### src/rtl/pause_dim_ctrl.sv
// Pause/dim controller: merges user, OSD and external pause sources into one
// registered pause, and dims the video after a configurable idle pause time.
module pause_dim_ctrl #(
    parameter int RW        = 3,
    parameter int GW        = 3,
    parameter int BW        = 2,
    parameter int NREQ      = 2,
    parameter int CLK_HZ    = 12_000_000,
    parameter int DIM_SECS  = 10,
    parameter int DIM_SHIFT = 1
) (
    input  logic                  clk_sys,
    input  logic                  reset_n,
    input  logic                  user_button,
    input  logic [NREQ-1:0]       pause_request,
    input  logic                  OSD_STATUS,
    input  logic [1:0]            options,
    input  logic [RW-1:0]         r,
    input  logic [GW-1:0]         g,
    input  logic [BW-1:0]         b,
    output logic [RW+GW+BW-1:0]   rgb_out,
    output logic                  pause_cpu,
    output logic                  dim_active
);

    localparam int PW = (CLK_HZ > 1) ? $clog2(CLK_HZ) : 1;
    localparam int SW = $clog2(DIM_SECS + 1);
    localparam logic [PW-1:0] PRE_MAX = PW'(CLK_HZ - 1);
    localparam logic [SW-1:0] SEC_MAX = SW'(DIM_SECS);

    logic                  btn_q_r;
    logic                  toggle_r;
    logic [PW-1:0]         pre_r;
    logic [SW-1:0]         sec_r;

    logic                  osd_p_s;
    logic                  toggle_next_s;
    logic                  run_s;
    logic                  pause_next_s;
    logic                  dim_next_s;
    logic [PW-1:0]         pre_next_s;
    logic [SW-1:0]         sec_next_s;
    logic [RW+GW+BW-1:0]   rgb_next_s;

    // Next-state logic for toggle, dim timer, pause and video path
    always_comb begin
        osd_p_s       = OSD_STATUS & options[0];
        toggle_next_s = toggle_r ^ (user_button & ~btn_q_r);
        run_s         = (toggle_r | osd_p_s) & options[1];
        pause_next_s  = toggle_next_s | (|pause_request) | osd_p_s;
        pre_next_s    = {PW{1'b0}};
        sec_next_s    = {SW{1'b0}};
        dim_next_s    = 1'b0;

        // Leaving the pause (or disabling dim) restarts the whole timeout
        if (!run_s) begin
            pre_next_s = {PW{1'b0}};
            sec_next_s = {SW{1'b0}};
            dim_next_s = 1'b0;
        end else begin
            dim_next_s = (sec_r == SEC_MAX);
            if (pre_r == PRE_MAX) begin
                pre_next_s = {PW{1'b0}};
                if (sec_r == SEC_MAX) begin
                    sec_next_s = sec_r;
                end else begin
                    sec_next_s = sec_r + SW'(1'b1);
                end
            end else begin
                pre_next_s = pre_r + PW'(1'b1);
                sec_next_s = sec_r;
            end
        end

        // Per-component logical shift: no bits carry between r, g and b
        if (dim_active) begin
            rgb_next_s = {r >> DIM_SHIFT, g >> DIM_SHIFT, b >> DIM_SHIFT};
        end else begin
            rgb_next_s = {r, g, b};
        end
    end

    // State and output registers with synchronous active-low reset
    always_ff @(posedge clk_sys) begin
        if (!reset_n) begin
            // History follows the button through reset so a held press is not a new edge
            btn_q_r    <= user_button;
            toggle_r   <= 1'b0;
            pre_r      <= {PW{1'b0}};
            sec_r      <= {SW{1'b0}};
            pause_cpu  <= 1'b0;
            dim_active <= 1'b0;
            rgb_out    <= {(RW+GW+BW){1'b0}};
        end else begin
            btn_q_r    <= user_button;
            toggle_r   <= toggle_next_s;
            pre_r      <= pre_next_s;
            sec_r      <= sec_next_s;
            pause_cpu  <= pause_next_s;
            dim_active <= dim_next_s;
            rgb_out    <= rgb_next_s;
        end
    end

endmodule

### config.mk
export PLATFORM = sky130hd
export DESIGN_NAME = pause_dim_ctrl
export DESIGN_NICKNAME = d
export VERILOG_FILES = /design/src/rtl/pause_dim_ctrl.sv
export SDC_FILE = /design/constraint.sdc
export NUM_CORES = 1
export LEC_CHECK = 0
export BUFFER_PORTS_ARGS = -buffer_cell sky130_fd_sc_hd__clkbuf_2
export CORE_MARGIN = 2
export CORE_UTILIZATION = 55
export CTS_CLUSTER_DIAMETER = 60
export CTS_CLUSTER_SIZE = 40
export DETAILED_ROUTE_END_ITERATION = 12
export GPL_TIMING_DRIVEN = 0
export PLACE_DENSITY = 0.86
export SLEW_MARGIN = 20
export SYNTH_ARGS = -nofsm -noshare
export SYNTH_HDL_FRONTEND = slang
export SYNTH_SLANG_ARGS = --single-unit
### constraint.sdc
create_clock -name clk_sys -period 2.3 [get_ports clk_sys]
set_input_delay 0.115 -clock clk_sys [delete_from_list [all_inputs] [get_ports clk_sys]]
set_output_delay 0.115 -clock clk_sys [all_outputs]
set_load 0.01 [all_outputs]
==> results of run 1 <==
[power groups by stage]
stage | registers, mW | logic, mW | clock network [mW]
after floorplan | 0.729 | 0.0237 | 0
after global placement | 0.724 | 0.0562 | 0
after detailed placement | 0.725 | 0.0579 | 0
after CTS | 0.709 | 0.0633 | 0.384
after global routing | 0.711 | 0.0718 | 0.409
final | 0.709 | 0.0629 | 0.372
[state kept, by name, summed over array words and instances (netlist names)]
| name | flops |
|---|---|
| pre_r | 24 |
| rgb_out | 8 |
| sec_r | 4 |
| btn_q_r | 1 |
| dim_active | 1 |
| pause_cpu | 1 |
| toggle_r | 1 |
[worst reg2reg max path: cells and delay by family (launching register included)]
family	cells	cell delay (ns)
buffers and inverters	1	0.42
AO/OA/AOI/OAI	1	0.24
adder cells (fa/ha/maj)	1	0.26
AND/OR/NAND/NOR	3	0.53
flip-flops	1	0.39
[routing by layer]
metal  up-vias  GRT usage, %  share of wire (%)
met3         5          5.46                3.1
met5         -             0                  0
li1        767             -                  -
met4         0          13.0                1.7
met1       667          24.1                 46
met2        16          34.7                 49
[cell usage after synthesis, types with 2 or more instances]
cell,number
nand3_1,14
ha_1,3
o21ai_0,3
mux2i_1,8
xor2_1,3
inv_1,4
and2_1,3
and3_1,2
a21oi_1,8
dfxtp_1,40
xnor2_1,13
nand3b_1,2
nor2b_1,8
and4_1,6
nand4_1,7
nor4_1,3
buf_2,2
or4_1,5
nor3_1,3
clkbuf_1,4
nor2_1,21
o31ai_1,5
or3_1,3
nand2_1,10
[path summary, 6_finish.rpt]
path         slack [ns]    endpoint  startpoint  depth (start not counted)
max                0.35    pre_r[5]    pre_r[0]                          6
min                0.02  rgb_out[0]        b[0]                          3
max reg2reg        0.35    pre_r[5]    pre_r[0]                          6
min reg2reg        0.48    pre_r[0]    pre_r[0]                          1
[stage by stage]
step           worst slack (ns)  cells  total power [mW]
6_report                  0.354    275              1.14
5_1_grt                   0.216    275              1.19
4_1_cts                   0.345    275              1.16
3_5_place_dp              0.355    263             0.783
3_3_place_gp              0.383    263             0.780
2_1_floorplan             0.675    194             0.753
[cell type report]
cell class,count,area [um2],area share (%)
Inverter,4,15.0,0.723
Clock buffer,7,55.1,2.65
Buffer,7,36.3,1.75
Timing Repair Buffer,29,165,7.95
Sequential cell,40,801,38.6
Tap cell,44,55.1,2.65
Clock inverter,1,7.51,0.361
Multi-Input combinational cell,143,942,45.4
[placed cells by master (no fill, tap or decap), types with 3 or more instances in the layout]
cell / Yosys / routed
a21oi_1: 8 / 8
inv_1: 4 / 4
xor2_1: 3 / 3
clkbuf_1: 4 / 5
dlygate4sd3_1: 0 / 4
nand2_1: 10 / 10
or4_1: 5 / 5
o31ai_1: 5 / 5
or3_1: 3 / 3
o21ai_0: 3 / 3
clkbuf_4: 0 / 5
nor3_1: 3 / 3
and4_1: 6 / 6
dfxtp_1: 40 / 40
nand3_1: 14 / 14
nor2_1: 21 / 21
nor2b_1: 8 / 8
mux2i_1: 8 / 8
clkbuf_2: 0 / 25
nand4_1: 7 / 7
ha_1: 3 / 3
nor4_1: 3 / 3
xnor2_1: 13 / 13
and2_1: 3 / 3
[what timing repair did]
action                    CTS  global route
hold buffers                4             0
gates resized for setup     0             0
hold endpoints to repair    4             0
[kinds of logic after synthesis]
group | count (synthesis) | share of synthesized area, %
xor+xnor | 16 | 7.81
flops | 40 | 44.6
buf+inv | 11 | 2.86
compound gates | 20 | 6.69
fa+ha+maj | 3 | 2.09
mux | 8 | 4.46
simple gates | 96 | 31.5
==> metrics.yaml, run 1 <==
synth:
  syn_nets: 213
  postSynth.asyncResetShare_pct: 0
  synth_top_area_share_pct: 44.6
  ys_warn_count: 0
  ys_seq_elements: 40
  ys_seq_area_share_pct: 44.6
  syn_avg_cell_area_um2: 9.25
  synth-main-ff-cell: "dfxtp_1"
  ys_types: 38
  synthTopCellsByArea: "dfxtp_1, xnor2_1, mux2i_1"
  yosysTopAreaCell: "dfxtp_1"
  synth-edff-count: 0
  syn_area_um2: 1790
  syn_inst: 194
pwr:
  p_seq_share_pct: 62.0
  power_frac_comb_pct: 5.5
  p_leak_nw: 0.735
  p_sw_share_pct: 22.5
  clkPwrFrac_pct: 32.5
  ir_drop_mv: 0.436
  internal_power_mw: 0.886
  cellPowerDensity_nw_per_um2: 551
  p_switching_mw: 0.257
sta:
  period_share_pct: 84.6
  setup_tns_ns: 0
  slew_headroom_pct: 67.7
  whs_ns: 0.0202
  clock.fmax_mhz: 514
  hold_viol_final: 0
  period_needed_ns: 1.95
  worst_pin_slew_ns: 0.484
  clock_skew_ns: 0.00864
  setup_violations: 0
  drv_slew: 0
  rsz0062_at_grt: "no"
clock_tree:
  htreeDepth: 2
  clkSlewWorstSetupHoldPaths_ns: 0.11
  clock_latency_ns: 0.35
  clock-sinks: 40
  tritoncts: "built"
  cts_buffer_depth: 2
  root_buffer: "clkbuf_4"
  cts_made_buffers: 5
  post_cts_buffers: 0
cells_and_area:
  nNetsFinal: 249
  area_growth_pct: 15.8
  final_util_pct: 67.5
  num_antenna_cells: 0
  filler_cell_count: 258
  fin_area_um2: 2080
  drive_above_1_share_pct: 16.5
die:
  start_util_pct: 58.3
  io_pins: 26
  rows: 20
  die_h_um: 61.1
  die_area_um2: 3740
  die_w_um: 61.1
  core_region_area_um2: 3080
worst_setup_path:
  endpoint_kind: "register"
  path_buf_inv: 1
  cp_cell_sequence: "ha_1 > and4_1 > nand4_1 > o21ai_1 > clkbuf_1 > nor2_1"
  worstPathMaxFanout: 10
  crit_family: "simple AND/OR/NAND/NOR gates"
  start_kind: "register"
  critical_path.slowest_cell: "clkbuf_1"
  cp.required_ns: 2.53
  critPathMaxStageDelay_ns: 0.42
  criticalPathCategory: "register to register"
  crit_arrival_ns: 2.18
detailed_routing:
  drtAntennaViolNets: 0
  drt_first_pass_iters: 4
  vias: 1455
  remaining_drc_errors: 0
  viasPerCell: 5.29
  drt_iter0_drc: 55
  drt-wirelength-per-cell_um: 11.9
  routed_wl_um: 3270
global_routing:
  grt.total_usage_pct: 21.0
  grt_max_degree: 13
  grt_pass1_wl_um: 5770
  antenna_found_initial: 0
  overflow: 0
  grt_pass1_vias: 1381
run_status:
  status: "completed"
place:
  gp_congestion: 0.800
  placed_cell_area_um2: 1970
  hpwlAfterDp_um: 2360
  io_buffers: 25
hold_path:
  hold_path_class: "primary input to register"
run:
  drv_cap: 0
Power figures use the tool's default switching activity.
==> inputs of run 2 (changes only) <==
- clock period: 2.3 -> 1.87 ns (I/O delays scaled with it)
==> run 2 against run 1 <==
Net effect: combinational power grew 28%; cell count grew 0.36%; non-clock buffer count grew 1; largest power group unchanged.
==> metrics.yaml, run 2 (same netlist as run 1, synthesis figures left out) <==
sta:
  period_share_pct: 94.7  # +10 points
  slew_headroom_pct: 75.9  # +8.2 points
  whs_ns: 0.0000339  # -0.0201 ns
  worst_pin_slew_ns: 0.362  # -0.122 ns
  clock.fmax_mhz: 564  # +9.9%
  clock_skew_ns: 0.00953  # +0.000889 ns
  setup_tns_ns: 0  # unchanged
  hold_viol_final: 0  # unchanged
  rsz0062_at_grt: "no"
  period_needed_ns: 1.77  # -0.175 ns
  setup_slack_ns: 0.0985  # -0.255 ns
  drv_slew: 0  # unchanged
  setup_violations: 0  # unchanged
die:
  die_area_um2: 3740  # unchanged
  die_h_um: 61.1  # unchanged
  core_region_area_um2: 3080  # unchanged
  start_util_pct: 58.3  # unchanged
  die_w_um: 61.1  # unchanged
  io_pins: 26  # unchanged
  rows: 20  # unchanged
detailed_routing:
  remaining_drc_errors: 0  # unchanged
  drt_iter0_drc: 55  # unchanged
  drtAntennaViolNets: 0  # unchanged
  routed_wl_um: 3350  # +2.3%
  drt_first_pass_iters: 4  # unchanged
  viasPerCell: 5.31  # +0.39%
  vias: 1466  # +0.76%
  drt-wirelength-per-cell_um: 12.1  # +1.9%
global_routing:
  grt_max_degree: 13  # unchanged
  grt_pass1_wl_um: 5850  # +1.4%
  antenna_found_initial: 0  # unchanged
  grt_pass1_vias: 1399  # +1.3%
  overflow: 0  # unchanged
  grt.total_usage_pct: 21.4  # +0.39 points
clock_tree:
  htreeDepth: 2  # unchanged
  tritoncts: "built"
  root_buffer: "clkbuf_4"
  cts_buffer_depth: 2  # unchanged
  clock-sinks: 40  # unchanged
  cts_made_buffers: 5  # unchanged
  clock_latency_ns: 0.35  # about the same
  clkSlewWorstSetupHoldPaths_ns: 0.11  # about the same
worst_setup_path:
  endpoint_kind: "register"
  crit_arrival_ns: 2.05  # -0.13 ns
  startpoint: "pre_r[1]"
  critPathMaxStageDelay_ns: 0.53  # +0.11 ns
  worstPathMaxFanout: 5  # -5
  cp_cell_sequence: "ha_2 > and4_1 > nand4_1 > or4_1 > a21oi_1"
  criticalPathCategory: "register to register"
  rr_startpoint: "pre_r[1]"
  critical_path.slowest_cell: "or4_1"
  cp.required_ns: 2.15  # -0.38 ns
  start_kind: "register"
cells_and_area:
  nNetsFinal: 250  # +0.40%
  layout_commonest_cell: "dfxtp_1"
  area_growth_pct: 16.7
  filler_cell_count: 258  # unchanged
  layout_common_cells: "dfxtp_1, clkbuf_2, nor2_1"
  largest_reg_flops: 24  # unchanged
  num_antenna_cells: 0  # unchanged
  reg_top3: "pre_r (24), rgb_out (8), sec_r (4)"
  regMostFlops: "pre_r"
  drive_above_1_share_pct: 18.1  # +1.7 points
  fin_area_um2: 2090  # +0.78%
pwr:
  cellPowerDensity_nw_per_um2: 673  # +22%
  finalPower_mw: 1.41  # +23%
  ir_drop_mv: 0.538  # +23%
  p_leak_nw: 0.742  # +0.92%
run:
  drv_cap: 0  # unchanged
run_status:
  status: "completed"
place:
  place_ws_ns: -0.0747  # -0.430 ns
  gp_congestion: 0.800  # unchanged
  hpwlAfterDp_um: 2360  # unchanged
  placed_cell_area_um2: 1970  # unchanged
  io_buffers: 25  # unchanged
hold_path:
  hold_path_class: "primary input to register"
  hold_start: "b[0]"
[run 2: cell count changes in the layout (fill, tap and decap cells not counted)]
cell	before	now
ha_2	0	1
clkbuf_2	25	27
dlygate4sd3_1	4	5
dfxtp_2	0	1
clkbuf_1	5	3
dfxtp_1	40	39
ha_1	3	2
[run 2: path summary, 6_finish.rpt]
check                             endpoint  slack (ns)  cells past startpoint
worst max register to register    sec_r[3]         0.1                      5
worst min-delay path            rgb_out[0]     0.00003                      3
worst max-delay path              sec_r[3]         0.1                      5
worst min register to register    pre_r[0]        0.44                      1
[run 2: final cells by class]
type                       count  area, um2  share of cell area (%)
tap                           44       55.1                    2.63
inverter                       4       15.0                   0.717
sequential                    40        802                    38.3
buffer                         7       38.8                    1.85
timing repair buffer          30        175                    8.37
multi-input combinational    143        945                    45.1
clock buffer                   7       55.1                    2.63
clock inverter                 1       7.51                   0.359
[run 2: layer usage]
metal  GRT usage, %  wire length (um)  part of all wire [%]  vias to the layer above
met5              0                 0                     0                        -
met4           14.0                95                   2.8                        0
met1           24.0              1510                    45                      669
li1               -                 -                     -                      767
met2           35.7              1630                    49                       20
met3           5.46               112                   3.3                       10
[run 2: through the flow]
step / util [%] / cells
2_1_floorplan: - / 194
3_3_place_gp: 64.1 / 263
3_5_place_dp: 64.1 / 263
4_1_cts: 67.9 / 276
5_1_grt: 68.0 / 276
6_report: 68.0 / 276
[run 2: power by group]
group | internal, mW | switching (mW) | total [mW]
registers | 0.867 | 0.00502 | 0.872
logic | 0.0410 | 0.0393 | 0.0803
clock network | 0.184 | 0.273 | 0.457
[run 2: what timing repair did]
item / 4_1_cts / 5_1_grt
buffers inserted: 0 / 0
gates resized for setup: 2 / 2
hold endpoints to repair: 5 / 0
hold buffers: 5 / 0
endpoints found under the setup margin: 20 / 21
[run 2: worst max-delay path, delay by kind of cell, from the launching register on]
| kind | cells | cell delay [ns] |
|---|---|---|
| simple gates | 3 | 0.95 |
| flops | 1 | 0.37 |
| fa+ha+maj | 1 | 0.23 |
| compound gates | 1 | 0.16 |
==> inputs of run 3 (changes only) <==
- CORE_UTILIZATION: 55 -> 50
- PLACE_DENSITY: 0.86 -> 0.83
- clock period: 1.87 -> 1.5 ns (I/O delays scaled with it)
==> run 3 against run 2 <==
Net effect: first-iteration DRC count grew 24%; sequential share of layout area is 4.2 points lower; via count up 14%; critical path type unchanged; final area grew 20%; fmax is 15% higher; hold slack lost 0.0023 ns; power grew 40%; die area grew 9.3%; the flow now finishes with violations (negative hold slack, negative setup slack); highest routed layer unchanged; non-clock buffer count grew 23; global-route usage up 1.1 points; setup slack worse by 0.14 ns.
==> metrics.yaml, run 3 (same netlist as run 1, synthesis figures left out) <==
run_status:
  violations: "negative hold slack, negative setup slack"
  status: "finished with violations"
clock_tree:
  clock_latency_ns: 0.36  # about the same
  clkSlewWorstSetupHoldPaths_ns: 0.12  # about the same
  cts_made_buffers: 5  # unchanged
  clock-sinks: 40  # unchanged
  tritoncts: "built"
  root_buffer: "clkbuf_4"
  htreeDepth: 2  # unchanged
  cts_buffer_depth: 2  # unchanged
pwr:
  internal_power_mw: 1.56  # +43%
  ir_drop_mv: 0.541  # +0.52%
  p_seq_share_pct: 54.1  # -7.7 points
  clkPwrFrac_pct: 40.1  # +7.6 points
  p_switching_mw: 0.410  # +29%
  p_leak_nw: 0.905  # +22%
  p_sw_share_pct: 20.8  # -1.8 points
  finalPower_mw: 1.97  # +40%
  power_frac_comb_pct: 5.7  # about the same
  cellPowerDensity_nw_per_um2: 788  # +17%
worst_setup_path:
  path_depth: 6  # +1
  critical_path.slowest_cell: "dfxtp_4"
  startpoint: "pre_r[1]"
  rr_startpoint: "pre_r[1]"
  endpoint_kind: "register"
  r2r.worst_path.cells: 6  # +1
  cp_cell_sequence: "ha_4 > and4_4 > nand4_1 > buf_6 > or3_4 > a21oi_2"
  crit_arrival_ns: 1.83  # -0.22 ns
  crit_family: "simple AND/OR/NAND/NOR gates"
  critPathMaxStageDelay_ns: 0.39  # -0.14 ns
  cp.required_ns: 1.79  # -0.36 ns
  path_buf_inv: 1  # +1
  criticalPathCategory: "register to register"
  start_kind: "register"
  worstPathMaxFanout: 7  # +2
die:
  die_w_um: 63.9  # +4.6%
  die_area_um2: 4080  # +9.3%
  io_pins: 26  # unchanged
  core_region_area_um2: 3390  # +10%
  die_h_um: 63.9  # +4.6%
  start_util_pct: 52.9  # -5.4 points
  rows: 21  # +5.0%
cells_and_area:
  area_growth_pct: 39.7
  final_util_pct: 74.0  # +6.0 points
  layout_commonest_cell: "clkbuf_2"
  num_antenna_cells: 0  # unchanged
  fin_area_um2: 2510  # +20%
  nNetsFinal: 273  # +9.2%
  filler_cell_count: 217  # -16%
  reg_top3: "pre_r (24), rgb_out (8), sec_r (4)"
  layout_common_cells: "clkbuf_2, buf_4, nor2_1"
  largest_reg_flops: 24  # unchanged
  regMostFlops: "pre_r"
  stdcell_count: 301  # +9.1%
  drive_above_1_share_pct: 41.6  # +23 points
sta:
  rsz0062_at_grt: "yes"
  clock.fmax_mhz: 648  # +15%
  whs_ns: -0.00227  # -0.00231 ns
  period_share_pct: 103  # +8.1 points
  setup_slack_ns: -0.0430  # -0.141 ns
  slew_headroom_pct: 74.2  # -1.7 points
  clock_skew_ns: 0.00951  # -0.0000150 ns
  period_needed_ns: 1.54  # -0.229 ns
  hold_viol_final: 1  # +1
  worst_pin_slew_ns: 0.388  # +0.0257 ns
  setup_violations: 6  # +6
  drv_slew: 0  # unchanged
detailed_routing:
  viasPerCell: 5.53  # +4.1%
  drtAntennaViolNets: 0  # unchanged
  vias: 1665  # +14%
  drt_first_pass_iters: 4  # unchanged
  drt_iter0_drc: 68  # +24%
  drt-wirelength-per-cell_um: 14.7  # +21%
  remaining_drc_errors: 0  # unchanged
  routed_wl_um: 4430  # +32%
global_routing:
  grt_pass1_vias: 1546  # +11%
  overflow: 0  # unchanged
  grt_max_degree: 13  # unchanged
  grt.total_usage_pct: 22.5  # +1.1 points
  antenna_found_initial: 0  # unchanged
  grt_pass1_wl_um: 7020  # +20%
place:
  hpwlAfterDp_um: 2500  # +5.7%
  gp_congestion: 0.781  # -2.4%
  placed_cell_area_um2: 2000  # +1.2%
  dp_cells: 265  # +0.76%
  io_buffers: 25  # unchanged
hold_path:
  hold_depth: 3  # unchanged
  hold_start: "pause_request[0]"
  hold_path_class: "primary input to register"
run:
  drv_cap: 0  # unchanged
-- run 3: changes by cell type in the layout (fill, tap and decap cells not counted), sizes merged --
| cell | delta |
|---|---|
| clkbuf | -2 |
| bufinv | +1 |
| clkinvlp | -1 |
| dlygate4sd3 | +2 |
| buf | +23 |
-- run 3: repair_timing --
action / CTS / global route
gates resized for setup: 32 / 37
setup buffers: 15 / 8
pin swaps: 13 / 16
hold endpoints to repair: 7 / 0
setup endpoints to repair: 22 / 26
hold buffers: 7 / 0
-- run 3: routing by layer --
layer / track usage [%] / wire length [um]
met1: 24.0 / 1790
met5: 0 / 0
met4: 9.24 / 163
met3: 7.22 / 151
met2: 40.5 / 2320
-- run 3: area by class of cell --
class	count	area, um2	area share [%]
repair buffers	55	375	15.0
flip-flops and latches	40	855	34.1
plain buffers	5	41.3	1.65
multi-input cells	143	1070	42.6
inverters	4	15.0	0.599
clock inverters	1	30.0	1.20
well taps	46	57.6	2.30
clock buffers	7	65.1	2.59
-- run 3: worst register-to-register path: cells and delay by family, from the launching register on --
family / cells / cell delay [ns]
AND/OR/NAND/NOR: 3 / 0.66
flip-flops: 1 / 0.39
buffers and inverters: 1 / 0.16
adder cells (fa/ha/maj): 1 / 0.14
AO/OA/AOI/OAI: 1 / 0.13
-- run 3: final timing paths --
| kind | end | slack (ns) |
|---|---|---|
| min reg2reg | sec_r[3] | 0.50 |
| max reg2reg | pre_r[18] | -0.04 |
| max | pre_r[18] | -0.04 |
| min | pause_cpu | -0.002 |
-- run 3: through the flow --
stage | setup TNS, ns | setup WS [ns]
floorplan | 0 | 0.000608
global placement | -5.24 | -0.283
detailed placement | -5.00 | -0.280
CTS | -0.0381 | -0.0313
global route | -1.68 | -0.115
finish | -0.136 | -0.0430
-- run 3: power by group through the flow --
stage,logic (mW),clock network (mW),registers [mW]
5_1_grt,0.124,0.853,1.07
3_3_place_gp,0.0863,0,1.11
4_1_cts,0.107,0.800,1.08
2_1_floorplan,0.0367,0,1.12
6_report,0.113,0.793,1.07
3_5_place_dp,0.0893,0,1.11
